**src/rtl/axi_clint_responder.sv**
```systemverilog
// axi_clint_responder: single-beat AXI4 CLINT (msip, mtimecmp, mtime) for one hart,
// driving the machine timer/software interrupts and the rdtime value.
module axi_clint_responder #(
  parameter logic [31:0] BASE_ADDR = 32'h0200_0000,
  parameter int unsigned TICK_DIV  = 1
) (
  input  logic        clk,
  input  logic        reset,
  input  logic        s_awvalid,
  output logic        s_awready,
  input  logic [31:0] s_awaddr,
  input  logic [2:0]  s_awsize,
  input  logic        s_wvalid,
  output logic        s_wready,
  input  logic [63:0] s_wdata,
  input  logic [7:0]  s_wstrb,
  input  logic        s_wlast,
  output logic        s_bvalid,
  input  logic        s_bready,
  output logic [1:0]  s_bresp,
  input  logic        s_arvalid,
  output logic        s_arready,
  input  logic [31:0] s_araddr,
  input  logic [2:0]  s_arsize,
  output logic        s_rvalid,
  input  logic        s_rready,
  output logic [63:0] s_rdata,
  output logic [1:0]  s_rresp,
  output logic        s_rlast,
  output logic        timer_intr,
  output logic        sftwr_intr,
  output logic [63:0] rdtime
);
  localparam logic [12:0] SEL_MSIP = 13'h0000;
  localparam logic [12:0] SEL_CMP  = 13'h0800;
  localparam logic [12:0] SEL_TIME = 13'h17FF;
  logic        aw_q, w_q, bvalid_q, rvalid_q, msip_q, tintr_q, sintr_q;
  logic [1:0]  bresp_q, rresp_q;
  logic [31:0] awaddr_q, presc_q;
  logic [7:0]  wstrb_q;
  logic [63:0] wdata_q, rdata_q, mtime_q, mtimecmp_q;
  logic        aw_hs, w_hs, ar_hs, b_hs, do_wr, tick, w_win, r_win, w_hit, r_hit;
  logic [31:0] wa, woff, roff;
  logic [7:0]  ws;
  logic [63:0] wd, inc, rd, mtime_d;
  logic [12:0] wsel, rsel;
  logic        unused;
  function automatic logic [63:0] merge(input logic [63:0] o, input logic [63:0] n,
                                        input logic [7:0] s);
    logic [63:0] r;
    for (int i = 0; i < 8; i++) r[8*i+:8] = s[i] ? n[8*i+:8] : o[8*i+:8];
    return r;
  endfunction
  always_comb begin
    aw_hs   = s_awvalid & !aw_q;
    w_hs    = s_wvalid & !w_q;
    ar_hs   = s_arvalid & !rvalid_q;
    b_hs    = bvalid_q & s_bready;
    wa      = aw_q ? awaddr_q : s_awaddr;
    wd      = w_q ? wdata_q : s_wdata;
    ws      = w_q ? wstrb_q : s_wstrb;
    // Fires once: both halves present and no response still owed
    do_wr   = (aw_q | aw_hs) & (w_q | w_hs) & !bvalid_q;
    woff    = wa - BASE_ADDR;
    roff    = s_araddr - BASE_ADDR;
    wsel    = woff[15:3];
    rsel    = roff[15:3];
    w_win   = woff[31:16] == 16'h0;
    r_win   = roff[31:16] == 16'h0;
    w_hit   = w_win & (wsel == SEL_MSIP || wsel == SEL_CMP || wsel == SEL_TIME);
    r_hit   = r_win & (rsel == SEL_MSIP || rsel == SEL_CMP || rsel == SEL_TIME);
    rd      = !r_win ? 64'h0 :
              rsel == SEL_MSIP ? {63'h0, msip_q} :
              rsel == SEL_CMP  ? mtimecmp_q :
              rsel == SEL_TIME ? mtime_q : 64'h0;
    tick    = presc_q == 32'(TICK_DIV - 1);
    inc     = mtime_q + {63'h0, tick};
    mtime_d = (do_wr && w_win && wsel == SEL_TIME) ? merge(inc, wd, ws) : inc;
    unused  = ^{s_awsize, s_wlast, s_arsize, woff[2:0], roff[2:0]};
  end
  always_ff @(posedge clk) begin
    if (reset) begin
      aw_q       <= 1'b0;
      w_q        <= 1'b0;
      awaddr_q   <= 32'h0;
      wdata_q    <= 64'h0;
      wstrb_q    <= 8'h0;
      bvalid_q   <= 1'b0;
      bresp_q    <= 2'b00;
      rvalid_q   <= 1'b0;
      rdata_q    <= 64'h0;
      rresp_q    <= 2'b00;
      presc_q    <= 32'h0;
      mtime_q    <= 64'h0;
      mtimecmp_q <= '1;
      msip_q     <= 1'b0;
      tintr_q    <= 1'b0;
      sintr_q    <= 1'b0;
    end else begin
      aw_q     <= (aw_q | aw_hs) & !b_hs;
      w_q      <= (w_q | w_hs) & !b_hs;
      if (aw_hs) awaddr_q <= s_awaddr;
      if (w_hs) begin
        wdata_q <= s_wdata;
        wstrb_q <= s_wstrb;
      end
      if (do_wr) bresp_q <= w_hit ? 2'b00 : 2'b11;
      bvalid_q <= do_wr | (bvalid_q & !s_bready);
      if (ar_hs) begin
        rdata_q <= rd;
        rresp_q <= r_hit ? 2'b00 : 2'b11;
      end
      rvalid_q <= ar_hs | (rvalid_q & !s_rready);
      presc_q  <= tick ? 32'h0 : presc_q + 32'h1;
      mtime_q  <= mtime_d;
      if (do_wr && w_win && wsel == SEL_CMP) mtimecmp_q <= merge(mtimecmp_q, wd, ws);
      if (do_wr && w_win && wsel == SEL_MSIP && ws[0]) msip_q <= wd[0];
      tintr_q  <= mtime_q >= mtimecmp_q;
      sintr_q  <= msip_q;
    end
  end
  assign s_awready  = !aw_q;
  assign s_wready   = !w_q;
  assign s_bvalid   = bvalid_q;
  assign s_bresp    = bresp_q;
  assign s_arready  = !rvalid_q;
  assign s_rvalid   = rvalid_q;
  assign s_rdata    = rdata_q;
  assign s_rresp    = rresp_q;
  assign s_rlast    = rvalid_q;
  assign timer_intr = tintr_q;
  assign sftwr_intr = sintr_q;
  assign rdtime     = mtime_q;
endmodule

```
**config.mk**
```make
export PLATFORM = sky130hd
export DESIGN_NAME = axi_clint_responder
export DESIGN_NICKNAME = d
export VERILOG_FILES = /design/src/rtl/axi_clint_responder.sv
export SDC_FILE = /design/constraint.sdc
export NUM_CORES = 1
export LEC_CHECK = 0
export BUFFER_PORTS_ARGS = -buffer_cell sky130_fd_sc_hd__buf_2
export CAP_MARGIN = 20
export CORE_MARGIN = 1.5
export CORE_UTILIZATION = 51
export CTS_CLUSTER_SIZE = 8
export DETAILED_ROUTE_END_ITERATION = 8
export GPL_ROUTABILITY_DRIVEN = 0
export PLACE_DENSITY = 0.74
export SLEW_MARGIN = 20
export SYNTH_ARGS = -nofsm -noshare
export SYNTH_HDL_FRONTEND = slang
export SYNTH_SLANG_ARGS = --single-unit
```
**constraint.sdc**
```tcl
create_clock -name clk -period 8.71 [get_ports clk]
set_input_delay 1.3065 -clock clk [delete_from_list [all_inputs] [get_ports clk]]
set_output_delay 1.3065 -clock clk [all_outputs]
set_load 0.02 [all_outputs]
```
==> results.md, run 1 <==
- Post-CTS Setup Bufs: 0
- Initial core utilization: 51.69%
- TritonCTS Sinks: ~330
- Most frequent cells in the layout: dfxtp_1, buf_2, nand2_1, a21oi_1, nor2_1
- Hold_buf cts: 0
- # rows: 66
- Post-synth net total: between 2000 and 2500
- CTS max path bufs: 3
- Die Width: 184.6 um
- Final #Nets: between 2000 and 2500
- Post-route minimum period: between 4 and 5 ns
- Fmax: approximately 240 MHz
- Crit path DAT: about 4.6 ns
- Max Cap Viol: 0
- Clk_lat worst skew: 0.54 ns
- Slew Viols, Final: 0
- Core ar.: 32540 um^2
- Antenna violations before repair: 5
- Overflow after GRT: 0
- Worst slew pin tran: a little under 1 ns
- Port Buffers: between 200 and 300
- Outcome: finished, final reports clean
- Final setup violation count: 0
- Critical Path Source Type: primary input
- Cell area after layout: 19730 um^2
- Seq/Total Area, Yosys: roughly two fifths
- Layout area overhead: 17.33%
- Top FF cell, synth: dfxtp_1
- Crit path max fanout: 43
- P per Cell Area: about 180 nW/um^2
- Synth Cell Area: roughly 17000 um^2
- Highest-delay cell along the critical path: nor3_1
- FF+latch count, synth: 334
- Setup_tns: 0 ns
- Sw Pwr: between 0.8 and 0.9 mW
- Post-DR wirelength/cell: ~18 um
- Vias per cell: around 5.8
- Sequence of cells on the critical path: buf_2, inv_1, ha_1, nor4b_1, nand4_1, nor3_1, nor2b_4, buf_4, a32oi_1, a21oi_1
- Clock Skew: ~0.012 ns
- CP peak stage delay: about 0.8 ns
- Final WL: between 40000 and 50000 um
- WP data required: 9.17 ns
- Asr flop ratio synth: 0%
- Max_slew headroom: roughly a third
- Global-route wire length before repair: around 76000 um
- Total GRT Usage: roughly 28%
- Peak supply drop: 0.0001358 V
- Layout cell share with drive strength beyond 1: between 10% and 20%
- Seq pwr share: a little under half
- Final period utilization: 48.01%
- Pin count of the biggest net entering global routing: between 100 and 150
- Internal: ~2.6 mW
- Most common cell after layout, fill and taps aside: dfxtp_1
- Pleak: ~8.4 nW
- Initial DRC Count: between 1000 and 1500
- Final hold viol count: 0
- Clk network pwr share: 46.5%
- Die Y-Extent: between 150 and 200 um
- Placed Area: approximately 18000 um^2
- # IOs: 290
- Vias in the first global route: roughly 14000
- Critical path buffers and inverters: 3
- Critical path class: in -> reg
- Synth Warn #: 0
- Vias: about 15000
- Sw Ratio: a little under a quarter
- Syn Area/Cell: between 8 and 9 um^2
- Post-synth EDFFs: 0
- H-tree depth: 2
- Clock Pin Slew Worst Setup and Hold Paths: about 0.05 ns
- CTS Root Cell: clkbuf_16
- Mapped Cells: around 2000
- Initial DRT Pass Iterations: 5
- Num CTS Buffers: between 40 and 50
- Detail Placement HPWL: 32450 um
- Logic pwr share: 7.6%
- RSZ-0062 raised after global routing: false
- Remaining DRCs: 0
- CTS tree: done
- Post_cts resized: 0
- Setup crit end kind: register
- Yosys cell types: between 50 and 60
- Crit-path leading delay family: simple AND/OR/NAND/NOR gates
- Total Die Area: between 30000 and 40000 um^2
- Remaining antenna violation count after routing: 0
- Hold WC Path Type: reg -> reg
[logic make-up (layout without fill, tap and decap cells)]
group                    count (synthesis)  after routing  synth area share, %
AO/OA/AOI/OAI                          419            419                16.62
flip-flops                             334            334                39.76
XOR/XNOR                                93             93                4.843
multiplexers                           141            141                8.467
other                                    0              4                    0
adder cells (fa/ha/maj)                 70             70                5.208
AND/OR/NAND/NOR                        683            683                20.26
buffers and inverters                  207            430                4.843
[metal layers]
metal / global-route usage (%) / vias to the layer above / routed length, um
met5: 0 / - / 25
met4: 9.443 / 4 / 1276
met3: 4.564 / 95 / 3153
met2: 46.70 / 481 / 22900
met1: 35.47 / 7255 / 20790
li1: - / 7329 / -
[per-stage QoR]
stage / hold WS [ns] / total power, mW / cells / utilization (%) / setup slack (ns)
2_1_floorplan: 0.4308 / 1.780 / 1947 / - / 5.170
3_3_place_gp: 0.4380 / 1.871 / 2561 / 56.79 / 4.216
3_5_place_dp: 0.4435 / 1.879 / 2561 / 56.79 / 4.060
4_1_cts: 0.4493 / 3.486 / 2612 / 60.61 / 4.608
5_1_grt: 0.4649 / 3.576 / 2615 / 60.64 / 4.438
6_report: 0.4453 / 3.463 / 2616 / 60.64 / 4.529
[sequential cells by signal, indices dropped and copies added, names as in the netlist]
name and cells:
w_q 1, s_rlast 1, presc_q 32, s_bresp 1, wdata_q 64, s_bvalid 1
mtimecmp_q 64, wstrb_q 8, msip_q 1, s_rresp 1, s_rdata 64, aw_q 1
sftwr_intr 1, awaddr_q 29, timer_intr 1, rdtime 64
[worst paths after layout]
kind | from | end | slack, ns | cells after the start
max reg2reg | presc_q[0]$_SDFF_PP0_ | rdtime[60]$_SDFF_PP0_ | 5.16 | 14
min reg2reg | awaddr_q[19]$_SDFFE_PP0P_ | awaddr_q[19]$_SDFFE_PP0P_ | 0.45 | 2
min | awaddr_q[19]$_SDFFE_PP0P_ | awaddr_q[19]$_SDFFE_PP0P_ | 0.45 | 2
max | s_araddr[25] | s_rdata[0]$_SDFFE_PP0P_ | 4.53 | 10
[area by class of cell]
cell class                      instances  area, um^2
Tap cell                              442       553.0
Inverter                               84       315.3
Sequential cell                       334        6690
Fill cell                            2874       12800
Timing Repair Buffer                  295        1533
Multi-Input combinational cell       1406        9387
Clock buffer                           51        1244
Antenna cell                            4       10.01
[synth_stat cells (54+ instances only)]
| master | n | share of area (%) |
|---|---|---|
| a22oi_1 | 64 | 2.9 |
| dfxtp_1 | 334 | 40 |
| ha_1 | 70 | 5.2 |
| nand2_1 | 257 | 5.7 |
| or2_1 | 55 | 2.0 |
| nand4_1 | 54 | 2.0 |
| a22o_1 | 65 | 3.4 |
| clkbuf_1 | 100 | 2.2 |
| mux2i_1 | 131 | 7.8 |
| a21oi_1 | 181 | 5.4 |
| xnor2_1 | 65 | 3.4 |
| nor2_1 | 142 | 3.2 |
| inv_1 | 84 | 1.9 |
[power by group through the flow]
stage | Clock [mW] | Combinational (mW) | Sequential [mW]
floorplan | 0 | 0.169 | 1.61
global placement | 0 | 0.254 | 1.62
detailed placement | 0 | 0.260 | 1.62
CTS | 1.64 | 0.261 | 1.59
global route | 1.70 | 0.285 | 1.59
finish | 1.61 | 0.262 | 1.59
[worst min-delay path, stage by stage, from the launching register on]
cell and delay, ns:
dfxtp_1 0.30, nand2_1 0.05, a21oi_1 0.05
No activity file was read; power rests on OpenSTA's default activity.
==> run 2: changes to the inputs <==
--- a/config.mk
+++ b/config.mk
@@ -12,7 +12,7 @@
 export CTS_CLUSTER_SIZE = 8
 export DETAILED_ROUTE_END_ITERATION = 8
 export GPL_ROUTABILITY_DRIVEN = 0
-export PLACE_DENSITY = 0.74
+export PLACE_DENSITY = 0.76
 export SLEW_MARGIN = 20
 export SYNTH_ARGS = -nofsm -noshare
 export SYNTH_HDL_FRONTEND = slang
==> constraint.sdc (replaced) <==
create_clock -name clk -period 3.4 [get_ports clk]
set_input_delay 0.51 -clock clk [delete_from_list [all_inputs] [get_ports clk]]
set_output_delay 0.51 -clock clk [all_outputs]
set_load 0.02 [all_outputs]
==> run 2 against run 1 <==
  * Count of clock-buffer cells in the layout unchanged
  * Clock power rose to 2.6 times the previous value
  * Combinational power rose to 2.7 times the previous value
  * Largest cell class unchanged
==> results.md, run 2 (same netlist as run 1, synthesis figures left out) <==
- Worst slew pin tran: 1.012 ns (was 0.9819 ns)
- Non-filler instance count after layout: 2646 (was 2616)
- Sequence of cells on the critical path: inv_1, ha_1, nor4b_1, nand4_1, nor2_2, ha_1, ha_1, nand3_2, nor4_4, buf_6, nand4_1, buf_4, nor3_1, xnor2_1, a21oi_1 (was buf_2, inv_1, ha_1, nor4b_1, nand4_1, nor3_1, nor2b_4, buf_4, a32oi_1, a21oi_1)
- Crit path DAT: 3.52 ns (was 4.64 ns)
- WP data required: 3.82 ns (was 9.17 ns)
- Clk network pwr share: 46.4% (was 46.5%)
- Setup_tns: 0 ns (unchanged)
- Remaining antenna violation count after routing: 0 (unchanged)
- Vias in the first global route: 14989 (was 14460)
- Port Buffers: 276 (unchanged)
- Critical Path Source Type: register (was primary input)
- Initial core utilization: 51.69% (unchanged)
- Fillers: 2858 (was 2874)
- H-tree depth: 2 (unchanged)
- Total Die Area: 34070 um^2 (unchanged)
- TritonCTS Sinks: 334 (unchanged)
- Initial DRT Pass Iterations: 5 (unchanged)
- Vias per cell: 5.818 (was 5.797)
- Setup crit end kind: register (unchanged)
- Layout cell share with drive strength beyond 1: 19.84% (was 18.71%)
- Critical path class: reg -> reg (was in -> reg)
- Slew Viols, Final: 0 (unchanged)
- RSZ-0062 raised after global routing: false (unchanged)
- Seq pwr share: 45.6% (was 45.9%)
- Sw Pwr: 2.118 mW (was 0.8226 mW)
- Final setup violation count: 0 (unchanged)
- Post-Route Hold Slack: 0.1561 ns (was 0.4453 ns)
- Die Y-Extent: 184.6 um (unchanged)
- Global-route wire length before repair: 77890 um (was 75540 um)
- Crit path max fanout: 9 (was 43)
- Max Cap Viol: 0 (unchanged)
- Clock Skew: 0.02207 ns (was 0.01230 ns)
- Antenna violations before repair: 6 (was 5)
- Layout area overhead: 19.42% (was 17.33%)
- CTS Root Cell: clkbuf_16 (unchanged)
- Outcome: finished, final reports clean (unchanged)
- Hold WC Path Type: in -> reg (was reg -> reg)
- Pin count of the biggest net entering global routing: 126 (was 135)
- Logic pwr share: 8.0% (was 7.6%)
- Post-route minimum period: around 3.1 ns
- Highest-delay cell along the critical path: dfxtp_1 (was nor3_1)
- Worst R2R Setup Slack: 0.30 ns (was 5.16 ns)
- Detail Placement HPWL: 34940 um (was 32450 um)
- Sw Ratio: 23.81% (was 23.76%)
- Initial DRC Count: 1255 (was 1270)
- P per Cell Area: 443.0 nW/um^2 (was 175.5 nW/um^2)
- Final period utilization: about nine tenths
- Critical path buffers and inverters: 3 (unchanged)
- Num CTS Buffers: 47 (unchanged)
- Clock Pin Slew Worst Setup and Hold Paths: 0.05 ns (about the same)
- # rows: 66 (unchanged)
- Final #Nets: 2416 (was 2388)
- CP peak stage delay: 0.33 ns (was 0.81 ns)
- Final WL: 49680 um (was 48150 um)
- Internal: 6.778 mW (was 2.640 mW)
- CTS tree: done (unchanged)
- # IOs: 290 (unchanged)
- CTS max path bufs: 3 (unchanged)
- Crit-path leading delay family: simple AND/OR/NAND/NOR gates (unchanged)
- Max_slew headroom: 31.88% (was 34.04%)
- Die Width: 184.6 um (unchanged)
- Peak supply drop: 0.0003075 V (was 0.0001358 V)
- Overflow after GRT: 0 (unchanged)
- Remaining DRCs: 0 (unchanged)
- Total GRT Usage: 28.58% (was 27.58%)
- Final hold viol count: 0 (unchanged)
- Clk_lat worst skew: 0.54 ns (about the same)
- Pleak: 8.561 nW (was 8.381 nW)
- Placed cell count: 2589 (was 2561)
- Post-DR wirelength/cell: 18.77 um (was 18.41 um)
- Worst path most repeated cell: ha_1
- Most common cell after layout, fill and taps aside: dfxtp_1 (unchanged)
- Vias: 15394 (was 15164)
- Most frequent cells in the layout: dfxtp_1, buf_2, nand2_1, a21oi_1, nor2_1 (unchanged)
- Core ar.: 32540 um^2 (unchanged)
- Fmax: about 320 MHz
-- run 2: power groups by stage --
stage	logic (mW)	clock network [mW]	registers, mW
after detailed placement	0.702	0	4.13
after CTS	0.707	4.16	4.06
after floorplan	0.432	0	4.13
after global routing	0.774	4.33	4.06
after global placement	0.686	0	4.13
final	0.711	4.13	4.06
-- run 2: final cells by class --
cell class                      count  area (um^2)  share of cell area (%)
Sequential cell                   334         6690                   33.31
Tap cell                          442        553.0                   2.754
Inverter                           84        315.3                   1.570
Timing Repair Buffer              323         1872                   9.320
Antenna cell                        6        15.01                 0.07476
Clock buffer                       51         1244                   6.193
Multi-Input combinational cell   1406         9394                   46.78
-- run 2: path summary, 6_finish.rpt --
path,startpoint,end,cells after the start
max,presc_q[0]$_SDFF_PP0_,rdtime[62]$_SDFF_PP0_,15
min,s_rready,s_rlast$_SDFF_PP0_,2
max reg2reg,presc_q[0]$_SDFF_PP0_,rdtime[62]$_SDFF_PP0_,15
min reg2reg,awaddr_q[19]$_SDFFE_PP0P_,awaddr_q[19]$_SDFFE_PP0P_,2
-- run 2: what timing repair did --
action,4_1_cts,5_1_grt
gates resized for setup,0,3
setup buffers,0,0
setup endpoints to repair,0,13
hold buffers,0,0
-- run 2: routing by layer --
metal | part of all wire (%) | vias to the layer above | GRT usage (%)
met5 | 0 | - | 0
met4 | 3.3 | 0 | 12.39
met3 | 6.7 | 110 | 5.513
met2 | 48 | 582 | 47.91
met1 | 42 | 7313 | 35.68
li1 | - | 7389 | -
-- run 2: per-stage QoR --
step	setup WS, ns	power (mW)	util (%)	area, um^2
finish	0.2973	8.896	61.73	20080
detailed placement	0.1527	4.834	57.82	18810
global route	0.02235	9.163	61.72	20080
floorplan	0.4882	4.559	-	16820
CTS	0.1539	8.926	61.64	20060
global placement	0.2607	4.812	57.82	18810
